===== config.mk =====
export PLATFORM = sky130hd
export DESIGN_NAME = serial_tx_piso
export DESIGN_NICKNAME = d
export VERILOG_FILES = /design/src/rtl/serial_pkg.sv /design/src/rtl/bit_counter.sv /design/src/rtl/serial_tx_piso.sv
export SDC_FILE = /design/constraint.sdc
export NUM_CORES = 1
export LEC_CHECK = 0
export CELL_PAD_IN_SITES_DETAIL_PLACEMENT = 1
export CELL_PAD_IN_SITES_GLOBAL_PLACEMENT = 1
export CORE_UTILIZATION = 30
export DETAILED_ROUTE_END_ITERATION = 6
export PLACE_DENSITY_LB_ADDON = 0.1
export SYNTH_ARGS = -nofsm -noshare
export SYNTH_HDL_FRONTEND = slang
export SYNTH_SLANG_ARGS = --single-unit

===== constraint.sdc =====
create_clock -name clk -period 2.1 [get_ports clk]
set_input_delay 0.21 -clock clk [delete_from_list [all_inputs] [get_ports clk]]
set_output_delay 0.21 -clock clk [all_outputs]
set_load 0.01 [all_outputs]

===== src/rtl/serial_pkg.sv =====
// Shared types and reset constants for the serial transmit path.
// The PARITY state only exists when SERIAL_TX_PARITY_EN is defined.
package serial_pkg;

`ifdef SERIAL_TX_PARITY_EN
    typedef enum logic [1:0] {
        IDLE   = 2'd0,
        SHIFT  = 2'd1,
        PARITY = 2'd2
    } state_e;
`else
    typedef enum logic [1:0] {
        IDLE   = 2'd0,
        SHIFT  = 2'd1
    } state_e;
`endif

    localparam logic DOUT_RST = 1'b0;
    localparam logic OVLD_RST = 1'b0;

endpackage


===== src/rtl/bit_counter.sv =====
// Modulo-WIDTH up-counter with clear, enable and terminal-count output.
// Clear takes priority over enable.
module bit_counter #(
    parameter int WIDTH = 8
) (
    input  logic clk,
    input  logic rst_n,
    input  logic clr_i,
    input  logic en_i,
    output logic tc_o
);
    localparam int CW = $clog2(WIDTH);

    logic [CW-1:0] cnt_q, cnt_d;

    assign tc_o = (cnt_q == CW'(WIDTH - 1));

    always_comb begin
        cnt_d = cnt_q;
        if (clr_i) begin
            cnt_d = '0;
        end else if (en_i) begin
            cnt_d = tc_o ? '0 : cnt_q + CW'(1);
        end
    end

    always_ff @(posedge clk or negedge rst_n) begin
        if (!rst_n) begin
            cnt_q <= '0;
        end else begin
            cnt_q <= cnt_d;
        end
    end

endmodule


===== src/rtl/serial_tx_piso.sv =====
// Parallel-in serial-out transmitter with ready/valid input and registered serial output.
// Optional even-parity bit per frame when SERIAL_TX_PARITY_EN is defined.
module serial_tx_piso
    import serial_pkg::*;
#(
    parameter int WIDTH     = 8,
    parameter bit MSB_FIRST = 1'b1
) (
    input  logic             clk,
    input  logic             rst_n,
    input  logic [WIDTH-1:0] inData,
    input  logic             inValid,
    output logic             inReady,
    output logic             dataOut,
    output logic             outValid,
    output logic             frameStart,
    output logic             busy
);
    state_e           state_q, state_d;
    logic [WIDTH-1:0] shreg_q, shreg_d;
    logic             dout_q, dout_d;
    logic             ovld_q, ovld_d;
    logic             fs_q, fs_d;
    logic             up_q;
    logic             cnt_clr, cnt_en, cnt_tc;
    logic             last_cycle, accept;
`ifdef SERIAL_TX_PARITY_EN
    logic             par_q, par_d;
`endif

    bit_counter #(.WIDTH(WIDTH)) u_bit_counter (
        .clk   (clk),
        .rst_n (rst_n),
        .clr_i (cnt_clr),
        .en_i  (cnt_en),
        .tc_o  (cnt_tc)
    );

`ifdef SERIAL_TX_PARITY_EN
    assign last_cycle = (state_q == PARITY);
`else
    assign last_cycle = (state_q == SHIFT) && cnt_tc;
`endif

    // up_q keeps inReady low through reset and for the edge that releases it
    assign inReady    = up_q && ((state_q == IDLE) || last_cycle);
    assign accept     = inValid && inReady;
    assign dataOut    = dout_q;
    assign outValid   = ovld_q;
    assign frameStart = fs_q;
    assign busy       = (state_q != IDLE);

    always_comb begin
        state_d = state_q;
        shreg_d = shreg_q;
        dout_d  = DOUT_RST;
        ovld_d  = OVLD_RST;
        fs_d    = 1'b0;
        cnt_clr = 1'b0;
        cnt_en  = 1'b0;
`ifdef SERIAL_TX_PARITY_EN
        par_d   = par_q;
`endif
        if (accept) begin
            // First bit goes straight to the output register; the shifter holds the rest
            state_d = SHIFT;
            cnt_clr = 1'b1;
            ovld_d  = 1'b1;
            fs_d    = 1'b1;
            dout_d  = MSB_FIRST ? inData[WIDTH-1] : inData[0];
            shreg_d = MSB_FIRST ? {inData[WIDTH-2:0], 1'b0} : {1'b0, inData[WIDTH-1:1]};
`ifdef SERIAL_TX_PARITY_EN
            par_d   = ^inData;
`endif
        end else begin
            case (state_q)
                SHIFT: begin
                    if (!cnt_tc) begin
                        cnt_en  = 1'b1;
                        ovld_d  = 1'b1;
                        dout_d  = MSB_FIRST ? shreg_q[WIDTH-1] : shreg_q[0];
                        shreg_d = MSB_FIRST ? {shreg_q[WIDTH-2:0], 1'b0}
                                            : {1'b0, shreg_q[WIDTH-1:1]};
                    end else begin
`ifdef SERIAL_TX_PARITY_EN
                        state_d = PARITY;
                        ovld_d  = 1'b1;
                        dout_d  = par_q;
`else
                        state_d = IDLE;
`endif
                    end
                end
                default: state_d = IDLE;
            endcase
        end
    end

    always_ff @(posedge clk or negedge rst_n) begin
        if (!rst_n) begin
            state_q <= IDLE;
            shreg_q <= '0;
            dout_q  <= DOUT_RST;
            ovld_q  <= OVLD_RST;
            fs_q    <= 1'b0;
            up_q    <= 1'b0;
`ifdef SERIAL_TX_PARITY_EN
            par_q   <= 1'b0;
`endif
        end else begin
            state_q <= state_d;
            shreg_q <= shreg_d;
            dout_q  <= dout_d;
            ovld_q  <= ovld_d;
            fs_q    <= fs_d;
            up_q    <= 1'b1;
`ifdef SERIAL_TX_PARITY_EN
            par_q   <= par_d;
`endif
        end
    end

endmodule


==> implementation parameters <==
Parameter                              Value

Synthesis
  Syn avg cell area    12.5 µm²
  Flip-flop and latch count after synthesis    15
  Share of the yosys chip area belonging to registers    0.588
  Post-synthesis share of cell area spent on xor and xnor gates    0
  Complex-gate fraction of the synthesized area    0.131
  Cell types with the largest area share after synthesis    sky130_fd_sc_hd__dfrtp_1 (59%), sky130_fd_sc_hd__a221o_1 (9.4%), sky130_fd_sc_hd__and2_1 (6.9%)
  Number of warning messages in the yosys log    0
  Adder-cell area share of the yosys netlist    0.0392
  Simple-gate area share of the yosys netlist    0.182
  Combinational family with the most area after synthesis    simple AND/OR/NAND/NOR gates
  Number of nets produced by synthesis    64
  Fraction of synthesized area in multiplexers    0.0157
  Post-Synthesis Cell Area    638 µm²
  Cell count after synthesis    51
  Number of unique standard cell types used by synthesis    17
  Area leader, netlist    sky130_fd_sc_hd__dfrtp_1
  Synth top area share    0.588

Timing
  Final hold viol count    0
  Part of the cycle the worst path needs    0.904
  Worst hold-check slack    0.332 ns
  Slew Limit Fails    0
  Fin Clk Skew    0.00485 ns
  Peak Freq    527 MHz
  Slew headroom    0.554
  Final critical path time including I/O delays and setup    1.90 ns
  Total negative slack    0 ns
  RSZ-0062 raised after global routing    no
  Setup violation total in the final timing report    0
  Worst Max-Slew Pin Slew    0.666 ns

Worst setup path
  Cell type of the slowest stage on the worst timing path    sky130_fd_sc_hd__dfrtp_1
  Worst Setup End Kind    primary output
  Largest fanout on the critical path    7
  Worst path required time    1.89 ns
  Cell mode on critical path    sky130_fd_sc_hd__ha_1
  Critical path arrival    1.69 ns
  Category of the worst setup path launch point    flop
  Critical Setup Path Class    flop to primary output
  CP peak stage delay    0.41 ns
  Crit-path cells    ha_1, ha_1, nand2b_4, and2_1, dlygate4sd2_1

Detailed routing
  Number of design-rule violations left by the first detailed-router iteration    6
  Residual DRC count    0
  Via density per instance    4.56
  Detailed-route via count    438
  Count of nets left with antenna violations after detail routing    0
  Number of optimization iterations in the first detailed-route pass    2
  Per-cell routed wire length    12.0 µm
  Overall routed net length    1150 µm

Clocking
  TritonCTS buffer count    3
  Largest buffer count on any clock path    2
  Number of H-tree levels    1
  CTS tree    yes
  Clock slew seen by the registers of the worst setup and hold paths    0.09 ns
  Clock latency on the worst-skew pair    0.27 ns
  Number of clock sinks    15
  Postcts setup bufs    0
  Count of instances resized after the clock tree is built    1
  Library cell used as clock root buffer    sky130_fd_sc_hd__clkbuf_4
  Hold buffers post-CTS    0

Global route
  Combined global-route utilization of all metal layers    0.130
  Number of antenna violations at the first check in global routing    0
  Via count of the first global-routing pass    442
  Wire length of the first global-routing pass    2010 µm
  Maximum number of pins on one net before global-route repair    16
  GR Overflow Total    0

Layout
  Post-route design area    838 µm²
  Highest-count cells in the layout ignoring fill and taps    sky130_fd_sc_hd__dfrtp_1 (15), sky130_fd_sc_hd__clkdlybuf4s50_1 (14), sky130_fd_sc_hd__and2_1 (7)
  Layout Utilization    0.423
  Layout net count    83
  Area added between synthesis and finish    31.4%
  Number of diodes    0
  Most frequent standard cell in the layout excluding fill and tap cells    sky130_fd_sc_hd__dfrtp_1
  Layout cell share with drive strength beyond 1    0.116

Floorplanning
  Chip width    48.1 µm
  Die Footprint    2320 µm²
  IO Pins    16
  Site row count    16
  Effective utilization at floorplan    0.322
  Die span in y    48.1 µm
  Core ar.    1980 µm²

Place
  Placement Cell Area    813 µm²
  Estimated wirelength of the detail-placed design    830 µm
  Routability congestion estimate    0.635
  Number of buffers inserted by port buffering    15

Power and ir drop
  Worst IR Drop VDD    0.573 mV
  Static Leakage    0.379 nW
  Power Dens Cells    1210 nW/µm²

Worst hold path
  Class of the tightest hold or removal check    input port to async pin

Status
  Run status    complete, no violations

Run
  Count of maximum capacitance violations    0
[Yosys cell counts]
library cell / instances
sky130_fd_sc_hd__ha_1: 2
sky130_fd_sc_hd__o21ai_0: 3
sky130_fd_sc_hd__nand2_1: 5
sky130_fd_sc_hd__a221o_1: 6
sky130_fd_sc_hd__nor2_4: 1
sky130_fd_sc_hd__inv_1: 2
sky130_fd_sc_hd__nor2b_1: 1
sky130_fd_sc_hd__conb_1: 1
sky130_fd_sc_hd__nand2b_4: 1
sky130_fd_sc_hd__and2_4: 2
sky130_fd_sc_hd__mux2i_1: 1
sky130_fd_sc_hd__buf_6: 1
sky130_fd_sc_hd__dfrtp_1: 15
sky130_fd_sc_hd__and2_1: 7
sky130_fd_sc_hd__nand3_1: 1
sky130_fd_sc_hd__buf_2: 1
sky130_fd_sc_hd__a22o_1: 1
[metrics by stage]
stage / power, mW / setup WS (ns) / instances
final: 1.01 / 0.202 / 96
after global routing: 1.11 / 0.110 / 96
after CTS: 1.03 / 0.184 / 96
after detailed placement: 0.868 / 0.298 / 92
after global placement: 0.863 / 0.345 / 92
after floorplan: 0.711 / 0.487 / 51
[worst paths after layout]
path	start	to	slack [ns]	depth (start not counted)
worst max-delay path	u_bit_counter.cnt_q[0]	inReady	0.20	5
worst min-delay path	rst_n	u_bit_counter.cnt_q[2]	0.33	1
worst max register to register	u_bit_counter.cnt_q[0]	shreg_q[4]	0.47	5
worst min register to register	u_bit_counter.cnt_q[0]	u_bit_counter.cnt_q[0]	0.49	1
max in group asynchronous	rst_n	shreg_q[4]	1.34	1
min in group clk	u_bit_counter.cnt_q[0]	u_bit_counter.cnt_q[0]	0.49	1
[critical path, delay by kind of cell, from the launching register on]
family,cells,cell delay (ns)
AND/OR/NAND/NOR,2,0.33
flip-flops,1,0.41
buffers and inverters,1,0.28
adder cells (fa/ha/maj),2,0.39
[sequential cells by signal (all words and copies together) (netlist names)]
name	count
up_q	1
shreg_q	7
outValid	1
dataOut	1
u_bit_counter.cnt_q	3
frameStart	1
state_q	1
[area by class of cell]
class                           count  area [µm²]
Sequential cell                    15         375
Timing Repair Buffer               16         156
Multi-Input combinational cell     32         239
Inverter                            2        7.51
Clock buffer                        4        26.3
Fill cell                         217        1140
Tap cell                           27        33.8
[logic make-up after synthesis]
kind of cell | Yosys count
DFF | 15
muxes | 1
and+or+nand+nor | 18
other | 1
adders and majority gates | 2
AOI/OAI and AO/OA | 10
buffers and inverters | 4
[power breakdown]
part	switching (mW)	internal (mW)	total, mW
clock network	0.0890	0.0735	0.162
logic	0.192	0.213	0.405
registers	0.0527	0.390	0.442
total	0.334	0.677	1.01
[per-layer routing]
layer,track usage,wire (µm),vias up
li1,-,-,216
met1,0.186,564,210
met2,0.181,526,10
met3,0.0333,51,2
met4,0.0667,12,0
met5,0,0,-
Note: power is estimated with default switching activity, not from simulation.
